==> src/rtl/divider_pkg.sv <==
// Shared divider definitions: FSM state encoding and default operand width.
// Caller FSMs that schedule around busy/done import this package as well.
package divider_pkg;

  localparam int DIV_WIDTH = 32;

  typedef enum logic [2:0] {
    DIV_IDLE = 3'd0,
    DIV_LOAD = 3'd1,
    DIV_RUN  = 3'd2,
    DIV_FIX  = 3'd3,
    DIV_DONE = 3'd4
  } div_state_e;

  // Edges from the accepting edge to the edge that raises done.
  function automatic int div_latency(input int width);
    return width + 2;
  endfunction

endpackage

==> src/rtl/iterative_divider_if.sv <==
// Request/result bundle between a caller FSM (master) and the iterative divider (slave).
interface iterative_divider_if
  import divider_pkg::*;
#(
  parameter int WIDTH = DIV_WIDTH
);

  logic             start;
  logic [WIDTH-1:0] dividend;
  logic [WIDTH-1:0] divisor;
  logic             busy;
  logic             done;
  logic [WIDTH-1:0] quotient;
  logic [WIDTH-1:0] remainder;
  logic             div_by_zero;

  modport master (
    output start, dividend, divisor,
    input  busy, done, quotient, remainder, div_by_zero
  );

  modport slave (
    input  start, dividend, divisor,
    output busy, done, quotient, remainder, div_by_zero
  );

endinterface

==> src/rtl/divider_step.sv <==
// One restoring division iteration: shift in the next dividend bit, trial-subtract
// the divisor magnitude, keep or restore, and emit the quotient bit.
module divider_step
  import divider_pkg::*;
#(
  parameter int WIDTH = DIV_WIDTH
) (
  input  logic [WIDTH:0]   rem_in,
  input  logic [WIDTH-1:0] divisor,
  input  logic             next_bit,
  output logic [WIDTH:0]   rem_out,
  output logic             q_bit
);

  logic [WIDTH+1:0] shifted;
  logic [WIDTH+1:0] trial;

  assign shifted = {rem_in, next_bit};
  // The extra top bit of trial is the borrow: set means the subtraction went negative.
  assign trial   = shifted - {2'b00, divisor};
  assign q_bit   = ~trial[WIDTH+1];
  assign rem_out = q_bit ? trial[WIDTH:0] : shifted[WIDTH:0];

endmodule

==> src/rtl/iterative_divider.sv <==
// Fixed-latency restoring divider, one quotient bit per cycle.
// Define DIVIDER_SIGNED_EN for two's-complement (truncating) division; default is unsigned.
module iterative_divider
  import divider_pkg::*;
#(
  parameter int WIDTH = DIV_WIDTH
) (
  input  logic clk,
  input  logic srst,
  iterative_divider_if.slave bus
);

  localparam int CW = $clog2(WIDTH);
  localparam logic [CW-1:0] CNT_LAST = CW'(WIDTH - 1);
  localparam logic [CW-1:0] CNT_ONE  = CW'(1);

  localparam logic [2:0] IDLE = DIV_IDLE;
  localparam logic [2:0] LOAD = DIV_LOAD;
  localparam logic [2:0] RUN  = DIV_RUN;
  localparam logic [2:0] FIX  = DIV_FIX;
  localparam logic [2:0] DONE = DIV_DONE;

  logic [2:0]       state_reg, state_next;
  logic             accept;

  logic [WIDTH-1:0] dvd_in_reg, dvs_in_reg;
  logic [WIDTH-1:0] dvd_sh_reg, dvs_mag_reg, q_reg;
  logic [WIDTH:0]   rem_reg;
  logic [CW-1:0]    cnt_reg;

  logic [WIDTH-1:0] dvd_mag, dvs_mag;
  logic [WIDTH-1:0] q_fix, r_fix;
  logic [WIDTH:0]   rem_step;
  logic             q_bit;

  logic [WIDTH-1:0] quotient_reg, remainder_reg;
  logic             dbz_reg;

  assign accept = bus.start && ((state_reg == IDLE) || (state_reg == DONE));

  always_comb begin
    state_next = state_reg;
    case (state_reg)
      IDLE:    if (bus.start) state_next = LOAD;
      LOAD:    state_next = RUN;
      RUN:     if (cnt_reg == '0) state_next = FIX;
      FIX:     state_next = DONE;
      DONE:    state_next = bus.start ? LOAD : IDLE;
      default: state_next = IDLE;
    endcase
  end

`ifdef DIVIDER_SIGNED_EN
  logic dvd_neg, dvs_neg;

  // Operand signs live in the captured operands' MSBs for the whole operation.
  assign dvd_neg = dvd_in_reg[WIDTH-1];
  assign dvs_neg = dvs_in_reg[WIDTH-1];
  assign dvd_mag = dvd_neg ? -dvd_in_reg : dvd_in_reg;
  assign dvs_mag = dvs_neg ? -dvs_in_reg : dvs_in_reg;
  // Truncating division: quotient sign from the sign mismatch, remainder follows the dividend.
  // The most-negative / -1 case falls out naturally: magnitude 2^(WIDTH-1) is the most-negative pattern.
  assign q_fix   = (dvd_neg ^ dvs_neg) ? -q_reg : q_reg;
  assign r_fix   = dvd_neg ? -rem_reg[WIDTH-1:0] : rem_reg[WIDTH-1:0];
`else
  assign dvd_mag = dvd_in_reg;
  assign dvs_mag = dvs_in_reg;
  assign q_fix   = q_reg;
  assign r_fix   = rem_reg[WIDTH-1:0];
`endif

  divider_step #(
    .WIDTH (WIDTH)
  ) u_step (
    .rem_in   (rem_reg),
    .divisor  (dvs_mag_reg),
    .next_bit (dvd_sh_reg[WIDTH-1]),
    .rem_out  (rem_step),
    .q_bit    (q_bit)
  );

  always_ff @(posedge clk) begin
    if (srst) begin
      state_reg   <= IDLE;
      dvd_in_reg  <= '0;
      dvs_in_reg  <= '0;
      dvd_sh_reg  <= '0;
      dvs_mag_reg <= '0;
      q_reg       <= '0;
      rem_reg     <= '0;
      cnt_reg     <= '0;
    end else begin
      state_reg <= state_next;
      case (state_reg)
        IDLE, DONE: begin
          if (accept) begin
            dvd_in_reg <= bus.dividend;
            dvs_in_reg <= bus.divisor;
            rem_reg    <= '0;
            cnt_reg    <= CNT_LAST;
          end
        end
        LOAD: begin
          dvd_sh_reg  <= dvd_mag;
          dvs_mag_reg <= dvs_mag;
          q_reg       <= '0;
        end
        RUN: begin
          rem_reg    <= rem_step;
          dvd_sh_reg <= {dvd_sh_reg[WIDTH-2:0], 1'b0};
          q_reg      <= {q_reg[WIDTH-2:0], q_bit};
          if (cnt_reg != '0) cnt_reg <= cnt_reg - CNT_ONE;
        end
        default: ;
      endcase
    end
  end

  // Results move only on the FIX->DONE edge so they stay stable for the caller.
  always_ff @(posedge clk) begin
    if (srst) begin
      quotient_reg  <= '0;
      remainder_reg <= '0;
      dbz_reg       <= 1'b0;
    end else if (state_reg == FIX) begin
      if (dvs_in_reg == '0) begin
        quotient_reg  <= '1;
        remainder_reg <= dvd_in_reg;
        dbz_reg       <= 1'b1;
      end else begin
        quotient_reg  <= q_fix;
        remainder_reg <= r_fix;
        dbz_reg       <= 1'b0;
      end
    end
  end

  assign bus.busy        = (state_reg == LOAD) || (state_reg == RUN) || (state_reg == FIX);
  assign bus.done        = (state_reg == DONE);
  assign bus.quotient    = quotient_reg;
  assign bus.remainder   = remainder_reg;
  assign bus.div_by_zero = dbz_reg;

endmodule
==> src/flat_wrapper.sv <==
// flat-port wrapper written by rule: the top's interface ports become plain ports
module iterative_divider_flat import divider_pkg::*;
#(
  parameter int WIDTH = DIV_WIDTH
)
  (clk, srst, bus_start, bus_dividend, bus_divisor, bus_busy, bus_done, bus_quotient, bus_remainder, bus_div_by_zero);
  iterative_divider_if #(.WIDTH(WIDTH)) bus_i ();
  input  logic clk;
  input  logic srst;
  input wire logic [$bits(bus_i.start)-1:0] bus_start;
  input wire logic [$bits(bus_i.dividend)-1:0] bus_dividend;
  input wire logic [$bits(bus_i.divisor)-1:0] bus_divisor;
  output wire logic [$bits(bus_i.busy)-1:0] bus_busy;
  output wire logic [$bits(bus_i.done)-1:0] bus_done;
  output wire logic [$bits(bus_i.quotient)-1:0] bus_quotient;
  output wire logic [$bits(bus_i.remainder)-1:0] bus_remainder;
  output wire logic [$bits(bus_i.div_by_zero)-1:0] bus_div_by_zero;
  assign bus_i.start = bus_start;
  assign bus_i.dividend = bus_dividend;
  assign bus_i.divisor = bus_divisor;
  assign bus_busy = bus_i.busy;
  assign bus_done = bus_i.done;
  assign bus_quotient = bus_i.quotient;
  assign bus_remainder = bus_i.remainder;
  assign bus_div_by_zero = bus_i.div_by_zero;
  iterative_divider #(.WIDTH(WIDTH)) u_core (.clk(clk), .srst(srst), .bus(bus_i));
endmodule
==> config.mk <==
export PLATFORM = sky130hd
export DESIGN_NAME = iterative_divider_flat
export DESIGN_NICKNAME = d
export VERILOG_FILES = /design/src/rtl/divider_pkg.sv /design/src/rtl/iterative_divider_if.sv /design/src/rtl/divider_step.sv /design/src/rtl/iterative_divider.sv /design/src/flat_wrapper.sv
export SDC_FILE = /design/constraint.sdc
export NUM_CORES = 1
export LEC_CHECK = 0
export BUFFER_PORTS_ARGS = -buffer_cell sky130_fd_sc_hd__buf_2
export CORE_ASPECT_RATIO = 0.9
export CORE_MARGIN = 2
export CORE_UTILIZATION = 53
export DETAILED_ROUTE_END_ITERATION = 7
export GPL_ROUTABILITY_DRIVEN = 0
export GPL_TIMING_DRIVEN = 0
export PLACE_DENSITY_LB_ADDON = 0.2
export SLEW_MARGIN = 20
export SYNTH_ARGS = -nofsm -noshare
export SYNTH_HDL_FRONTEND = slang
export SYNTH_HIERARCHICAL = 1
export SYNTH_SLANG_ARGS = --single-unit
==> constraint.sdc <==
create_clock -name clk -period 3 [get_ports clk]
set_input_delay 0 -clock clk [delete_from_list [all_inputs] [get_ports clk]]
set_output_delay 0 -clock clk [all_outputs]
set_load 0.02 [all_outputs]
Word-level counts from Yosys, hierarchy flattened
Index checks and enable logic that the tools add are counted.
Word-level totals
  register bits after elaboration: 266
  input port bits: 67
  logic and storage cells: 52
Cells by class
  add/sub/neg operators: 2
  equal/unequal tests: 8
  multiplexer cells: 15
  bitwise gates (word level): 1
  reductions and logical operators: 15
Operators with widths (count)
  $pmux 32 s2: 2
  $mux 33: 2
  $pmux 33 s2: 1
  $mux 32: 2
  $sub 34x32->34: 1
  $logic_not 32->1: 1
  $pmux 3 s5: 1
  $mux 5: 2
  $pmux 5 s2: 1
  $eq 3x2->1 const B: 2
  $mux 3: 2
  $ne 2x1->1 const B: 3
  $reduce_and 2->1: 3
  $logic_not 5->1: 1
  $reduce_bool 5->1: 1
  $sub 5x1->5 const B: 1
  $reduce_bool 2->1: 2
  $eq 3x1->1 const B: 1
  $eq 3x3->1 const B: 1
  $logic_not 3->1: 1
  $logic_or 1x1->1: 3
  $reduce_and 3->1: 1
  $mux 1: 2
  $ne 2x2->1 const B: 1
  other kinds (3): 3

Logic depth before layout (Yosys ltp)
Gate-level depths: netlist of run 1.
  depth after elaboration: 5
  gate-level depth with buffers: 15
  depth with buffers taken out: 14

Hierarchy
Netlist of run 1, hierarchy kept.
By module, submodules not included
  iterative_divider: times used 1, cells each 1193, area each 10128.5 µm², sequential area each 5325.1 µm²
  divider_step: times used 1, cells each 328, area each 2170.8 µm², sequential area each 0.0 µm²

Worst setup path before layout of run 1
Ideal clock, no wire load.
  kind: register to register
  start point: reg u_core.dvs_mag_reg[8]
  end point: reg u_core.rem_reg[28]
  library setup time: 128 ps
  arrival: 2913 ps
  required time: 2872 ps
  slack: -41 ps
  cell stages (with the launch flop): 14
  cell sequence: dfxtp_1 -> inv_1 -> ha_1 -> and3_1 -> or3b_1 -> a211oi_2 -> o31ai_1 -> and3_4 -> o31a_4 -> xor2_4 -> clkbuf_1 -> o21ai_0 -> a22oi_1 -> nor2_1
Between the ends
  word-level cells in the longest chain between the ends: 3
RTL lines
  from (decl): RTL line iterative_divider.sv:27  | logic [WIDTH-1:0] dvd_sh_reg, dvs_mag_reg, q_reg;
  from (signal assigned): RTL line iterative_divider.sv:105  | dvs_mag_reg <= dvs_mag;
  $sub 34x32->34: RTL line divider_step.sv:20  | assign trial = shifted - {2'b00, divisor};
  $mux 33: RTL line divider_step.sv:22  | assign rem_out = q_bit ? trial[WIDTH:0] : shifted[WIDTH:0];
  via u_core.rem_step[28]: RTL line iterative_divider.sv:33  | logic [WIDTH:0] rem_step;
  $pmux 33 s2: RTL line iterative_divider.sv:94  | case (state_reg)
  to (signal assigned): RTL line iterative_divider.sv:109  | rem_reg <= rem_step;
  to (decl): RTL line iterative_divider.sv:28  | logic [WIDTH:0] rem_reg;
The timed path passes the listed nets, and every way through them passes these cells.
A chain may end at the register's enable or synchronous reset.

Worst setup path after layout of run 1
  start point: reg u_core.dvs_mag_reg[8]
  end point: reg u_core.rem_reg[32]
Same word-level chain as after synthesis.

==> flow_summary.ini, run 1 <==
[outcome]
run_status = finished with violations
violations = negative setup slack

[grt]
antenna_found_initial = 0
grt_pass1_wl_um = 58100
grt_usage_pct = 29.8
grt_pass1_vias = 11200
grt_max_degree = 14
grt-ovfl-total = 0

[route]
drt_wl_total_um = 37400
drt_iter0_drc = 1154
wl_met1_um = 16900
wl_met2_um = 16200
drc = 0
postRouteAntennaNets = 0
vias = 12100
drt-wirelength-per-cell_um = 18.0
routed.top_layer = met4
dr_wl_met3_um = 3280
routed_via_density = 5.79
firstDrtPassIters = 5

[sta]
fin_skew_ns = 0.0154
tightestPinTransition_ns = 0.864
period_share_pct = 111
setup_violations = 34
slew_headroom_pct = 41.9
setup_ws_ns = -0.329
fmax_ghz = 0.300
hold_viol = 0
period_needed_ns = 3.33
rsz0062_at_grt = true
report.final.slew_viol_count = 0
hold_ws_ns = 0.121

[place]
place_ws_ns = -0.813
hpwlAfterDp_um = 26100
port_buffers = 132

[floorplan]
fp-row-count = 52
io_pins = 134
core-area_sq_mm = 0.0226
die_area_sq_mm = 0.0244
die_h_um = 149
die_w_um = 165
start_util_pct = 54.3

[min_path]
hold_path_end = u_core/dvs_in_reg[22]
hp-start = bus_start
hold_path.class = input port to flop
holdPathStages = 4

[synthesis]
synthFlopType = dfxtp_1
avgSynthCellArea_sq_um = 8.09
ys_seq_area_share_pct = 43.3
synth-edff-count = 0
synth_top_area_cell = dfxtp_1
synth.top_cell.area_share_pct = 43.3
ys_warn_count = 6
synthArstFlopShare_pct = 0
ys_ff_latch = 266
synth.most_common_cell = nand2_1
synth_simple_gate_area_share_pct = 20.3
synth_compound_area_share_pct = 24.7
ys_top_cells_by_count = nand2_1 (301), dfxtp_1 (266), nor2_1 (215)
synth_top_family_by_area = compound AO/OA/AOI/OAI gates
synthMuxAreaShare_pct = 0.549
synth_area_sq_mm = 0.0123
synthXorXnorAreaFrac_pct = 2.22
yosys.area_share.adder_pct = 3.52
synth_area_leaders = dfxtp_1 (43%), nand2_1 (9.2%), nor2_1 (6.6%)
syn-instance-count = 1521
synth_nets = 1622
yosysUniqueCellTypes = 64

[worst_setup_path]
cpLargestDelayFamily = compound AO/OA/AOI/OAI gates
endpoint_kind = flop
path_max_fanout = 4
r2r-start = u_core/dvs_mag_reg[8]
slowest_delay_ns = 0.39
r2r_cells = 15
crit_slowest_cell = or3b_4
r2r_end = u_core/rem_reg[32]
crit_required_ns = 3.48
crit_chain = inv_2, ha_4, and3_4, or3b_4, a211oi_4, o31ai_2, and3_4, o31a_4, xor2_4, buf_6, buf_6, a2111oi_4, xor2_1, a22oi_1, nor2_1
cp_num_buf_inv = 3
path_class = flop to flop
worstSetupStartpointType = flop
arrival_ns = 3.81
reg2reg_slack_ns = -0.33

[power_and_ir_drop]
power_mw = 16.1
power.leakage_nw = 6.30
p_per_area_mw_per_mm2 = 1050
ir_worst_vdd_mv = 0.778

[clock_network]
clk_pin_slew_ns = 0.06
cts_buffer_depth = 3
cts_tree = yes
cts_made_buffers = 28
clock_sinks = 266
cts_max_level = 1
clk_latency_ns = 0.55
root_buffer = clkbuf_16

[layout]
synthToLayoutAreaGrowth_pct = 25.1
utilization_pct = 67.9
layout-drive-gt1-share_pct = 17.9
final_nets = 1865
antenna_cells = 0
largest_reg_flops = 33

[job]
maxCapViolCount = 0
## worst register-to-register path, delay by kind of cell, from the launching register on
family	cells	cell delay (ns)
AOI/OAI and AO/OA	5	1.08
buffers and inverters	3	0.30
xor gates and xnor gates	2	0.38
and+or+nand+nor	4	0.90
adders and majority gates	1	0.29
DFF	1	0.33
## cell type report
cell class	count	area [sq um]
clock inverter	7	113
fill	1876	7260
tap	297	372
timing repair buffer	216	1460
sequential	266	5350
multi-input combinational	1094	6550
inverter	44	168
clock buffer	44	832
buffer	114	544
## power breakdown
part	internal [mW]	switching [mW]
registers	3.84	0.290
clock network	2.15	1.39
logic	3.76	4.67
## what timing repair did
item                                   in CTS  in global routing
pin swaps                                  20                 10
gates cloned                                0                  0
gates resized for setup                    73                 14
setup endpoints to repair                  34                 35
endpoints found under the hold margin      81                  0
hold buffers                               65                  0
setup buffers                              16                  3
## routing by layer
metal	GRT usage, %	vias up
met3	4.32	64
met1	43.7	5670
met5	0	-
met2	45.3	530
met4	9.26	0
li1	-	5800
## metrics by stage
| step | setup TNS (ns) | area, sq um | std cells |
|---|---|---|---|
| global route | -11.75 | 15400 | 2082 |
| floorplan | 0 | 12300 | 1521 |
| global placement | -22.29 | 13400 | 1950 |
| finish | -8.40 | 15400 | 2082 |
| CTS | -5.20 | 15300 | 2079 |
| detailed placement | -23.17 | 13400 | 1950 |
## worst max path at each step
stage	startpoint	to	slack, ns	cells after the start
after floorplan	u_core/dvs_mag_reg[14]	u_core/rem_reg[24]	0.003	13
after global placement	u_core/rem_reg[13]	u_core/rem_reg[0]	-0.78	12
after detailed placement	u_core/rem_reg[13]	u_core/rem_reg[0]	-0.81	12
after CTS	u_core/dvs_mag_reg[8]	u_core/rem_reg[32]	-0.25	15
after global routing	u_core/dvs_mag_reg[8]	u_core/rem_reg[32]	-0.41	15
final	u_core/dvs_mag_reg[8]	u_core/rem_reg[32]	-0.33	15
## placed cells by master (no fill, tap or decap), types with 12 or more instances in the layout
cell,instances
xor2_1,12
o21bai_1,34
nor2_1,214
buf_4,17
a311oi_1,31
nand2_1,300
a21oi_1,117
clkbuf_16,29
inv_1,37
ha_1,24
clkbuf_1,91
dfxtp_2,15
a21o_1,23
a211oi_2,31
a211oi_1,39
o21ai_0,29
dfxtp_1,250
xnor2_1,16
nor4_1,39
dlygate4sd3_1,65
buf_2,143
a22oi_1,60
## cells by family (layout without fill, tap and decap cells)
family	after synthesis	in the layout
adder cells (fa/ha/maj)	34	34
AO/OA/AOI/OAI	423	423
buffers and inverters	161	425
AND/OR/NAND/NOR	602	602
XOR/XNOR	29	29
multiplexers	6	6
flip-flops	266	266
Power figures use the tool's default switching activity.
==> run 2, diff against run 1 <==
SYNTH_HIERARCHICAL = not set   (was 1)
==> flow_summary.ini, run 2 <==
[grt]
antenna_found_initial = 0
grt-ovfl-total = 0
grt_pass1_vias = 10300
grt_pass1_wl_um = 52300
grt_max_degree = 14
grt_usage_pct = 26.9

[route]
vias = 11100
routed_via_density = 5.50
drc = 0
postRouteAntennaNets = 0
firstDrtPassIters = 5
drt-wirelength-per-cell_um = 16.0
drt_wl_total_um = 32200
drt_iter0_drc = 867

[synthesis]
synth.most_common_cell = nand2_1
synth_area_sq_mm = 0.0118
synthArstFlopShare_pct = 0
synth.top_cell.area_share_pct = 45.2
ys_seq_area_share_pct = 45.2
ys_warn_count = 0
synth_area_leaders = dfxtp_1 (45%), nand2_1 (9.8%), a21oi_1 (6.0%)
avgSynthCellArea_sq_um = 8.03
ys_ff_latch = 266
synth_nets = 1568
synth-edff-count = 0
syn-instance-count = 1466
yosysUniqueCellTypes = 57
synth_top_area_cell = dfxtp_1
ys_top_cells_by_count = nand2_1 (306), dfxtp_1 (266), nor2_1 (172)
synthFlopType = dfxtp_1

[worst_setup_path]
crit_required_ns = 3.40
endpoint_kind = flop
path_class = flop to flop
cpMostUsedCell = a21oi_1
crit_slowest_cell = dfxtp_2
arrival_ns = 3.31
slowest_delay_ns = 0.35
worstSetupStartpointType = flop
crit_chain = inv_2, ha_4, fa_2, and2b_2, o2111ai_4, a2111oi_4, and2b_4, a21oi_4, buf_4, a21oi_1, xnor2_1, nor2_1, a21oi_1, o21ai_1
path_max_fanout = 4

[layout]
antenna_cells = 0
multi_input_area_sq_mm = 0.00596
fillers = 1815
final_common_cell = nand2_1
layout-drive-gt1-share_pct = 13.0
final_cell_mix = nand2_1 (306), dfxtp_1 (263), nor2_1 (172), a21oi_1 (141), buf_2 (137)
largest_reg_flops = 33
final_cells = 2010
seq_area_sq_mm = 0.00533
final_nets = 1802
synthToLayoutAreaGrowth_pct = 23.3

[outcome]
run_status = finished, final reports clean

[sta]
slew_headroom_pct = 35.9
setup_violations = 0
tightestPinTransition_ns = 0.962
tns_ns = 0
period_share_pct = 96.9
hold_viol = 0
report.final.slew_viol_count = 0
fmax_ghz = 0.344
rsz0062_at_grt = true
fin_skew_ns = 0.0168
period_needed_ns = 2.91

[power_and_ir_drop]
pwr-share-seq_pct = 35.2
p_comb_share_pct = 33.8
p_per_area_mw_per_mm2 = 764
p_int_mw = 7.40
clkPwrFrac_pct = 31.0
p_sw_mw = 3.70
ir_worst_vdd_mv = 0.467
p_sw_share_pct = 33.3
power.leakage_nw = 5.68

[clock_network]
clock_sinks = 266
cts_max_level = 1
clk_latency_ns = 0.54
cts_made_buffers = 27
clk_pin_slew_ns = 0.07
cts_tree = yes
cts_buffer_depth = 3
root_buffer = clkbuf_16

[floorplan]
die_h_um = 145
io_pins = 134
start_util_pct = 54.3
die_w_um = 161
die_area_sq_mm = 0.0234
core-area_sq_mm = 0.0217
fp-row-count = 51

[min_path]
hold_path.class = input port to flop

[place]
place_inst = 1890
port_buffers = 133
hpwlAfterDp_um = 23100

[job]
maxCapViolCount = 0
-- run 2: cell count changes in the layout (fill, tap and decap cells not counted), sizes merged, moves of 6 or more --
cell / delta
nor4: -31
mux2i: +38
a22oi: -30
o21ai: +7
nor2: -43
o21bai: -32
a211oi: -34
mux2: -6
buf: -24
nor3: +68
a21oi: +27
-- run 2: layout make-up --
type	count	area share [%]
Tap cell	291	2.51
Multi-Input combinational cell	1057	41.1
Buffer	104	2.98
Clock buffer	40	5.68
Timing Repair Buffer	205	9.43
Sequential cell	266	36.7
Inverter	39	1.01
Clock inverter	8	0.646
-- run 2: critical path, delay by kind of cell (launching register included) --
kind | cells | cell delay [ns]
buffers and inverters | 2 | 0.20
AND/OR/NAND/NOR | 3 | 0.58
adder cells (fa/ha/maj) | 2 | 0.49
AO/OA/AOI/OAI | 6 | 0.96
XOR/XNOR | 1 | 0.19
flip-flops | 1 | 0.35
-- run 2: worst paths after layout --
check                              start                      to  slack (ns)  cells past startpoint
setup reg to reg   u_core.dvd_sh_reg[31]      u_core.rem_reg[22]        0.09                     14
hold / removal                      srst       u_core.rem_reg[2]        0.08                      3
setup / recovery   u_core.dvd_sh_reg[31]      u_core.rem_reg[22]        0.09                     14
hold reg to reg   u_core.bus.div_by_zero  u_core.bus.div_by_zero        0.45                      2
-- run 2: power groups by stage --
stage          logic, mW  clock network [mW]  registers [mW]
2_1_floorplan       2.70                   0            3.94
3_3_place_gp        3.39                   0            3.97
3_5_place_dp        3.43                   0            3.97
4_1_cts             3.57                3.47            3.90
5_1_grt             4.09                3.62            3.93
6_report            3.75                3.45            3.91
-- run 2: stage by stage --
step	setup slack (ns)	hold slack, ns	cell area (sq um)	power (mW)	utilization, %
finish	0.0917	0.0815	14500	11.1	66.9
detailed placement	-0.275	0.248	12800	7.41	59.0
global placement	-0.185	0.242	12800	7.36	59.0
global route	-0.0311	0.118	14500	11.6	66.9
floorplan	0.247	0.136	11800	6.64	-
CTS	0.000705	0.0671	14400	10.9	66.5
-- run 2: what timing repair did --
item,CTS,global route
resized for setup,11,8
hold buffers,65,0
pin swaps,5,8
setup endpoints to repair,9,22
endpoints found under the hold margin,65,0
gates cloned,0,0
setup buffers,2,5
-- run 2: cell families (layout without fill, tap and decap cells) --
family / after synthesis / count (layout) / share of synthesized area (%)
xor gates and xnor gates: 31 / 31 / 2.31
adders and majority gates: 35 / 35 / 3.78
and+or+nand+nor: 603 / 603 / 21.4
DFF: 266 / 266 / 45.2
buffers and inverters: 143 / 396 / 4.92
muxes: 38 / 38 / 3.23
AOI/OAI and AO/OA: 350 / 350 / 19.2
-- run 2: metal layers --
metal  routed length [um]  vias to the layer above  track usage [%]
met5                    0                        -                0
met4                  635                        0             5.94
met3                 2270                       42             4.62
met2                13600                      364             40.7
met1                15600                     5117             40.1
li1                     -                     5530                -
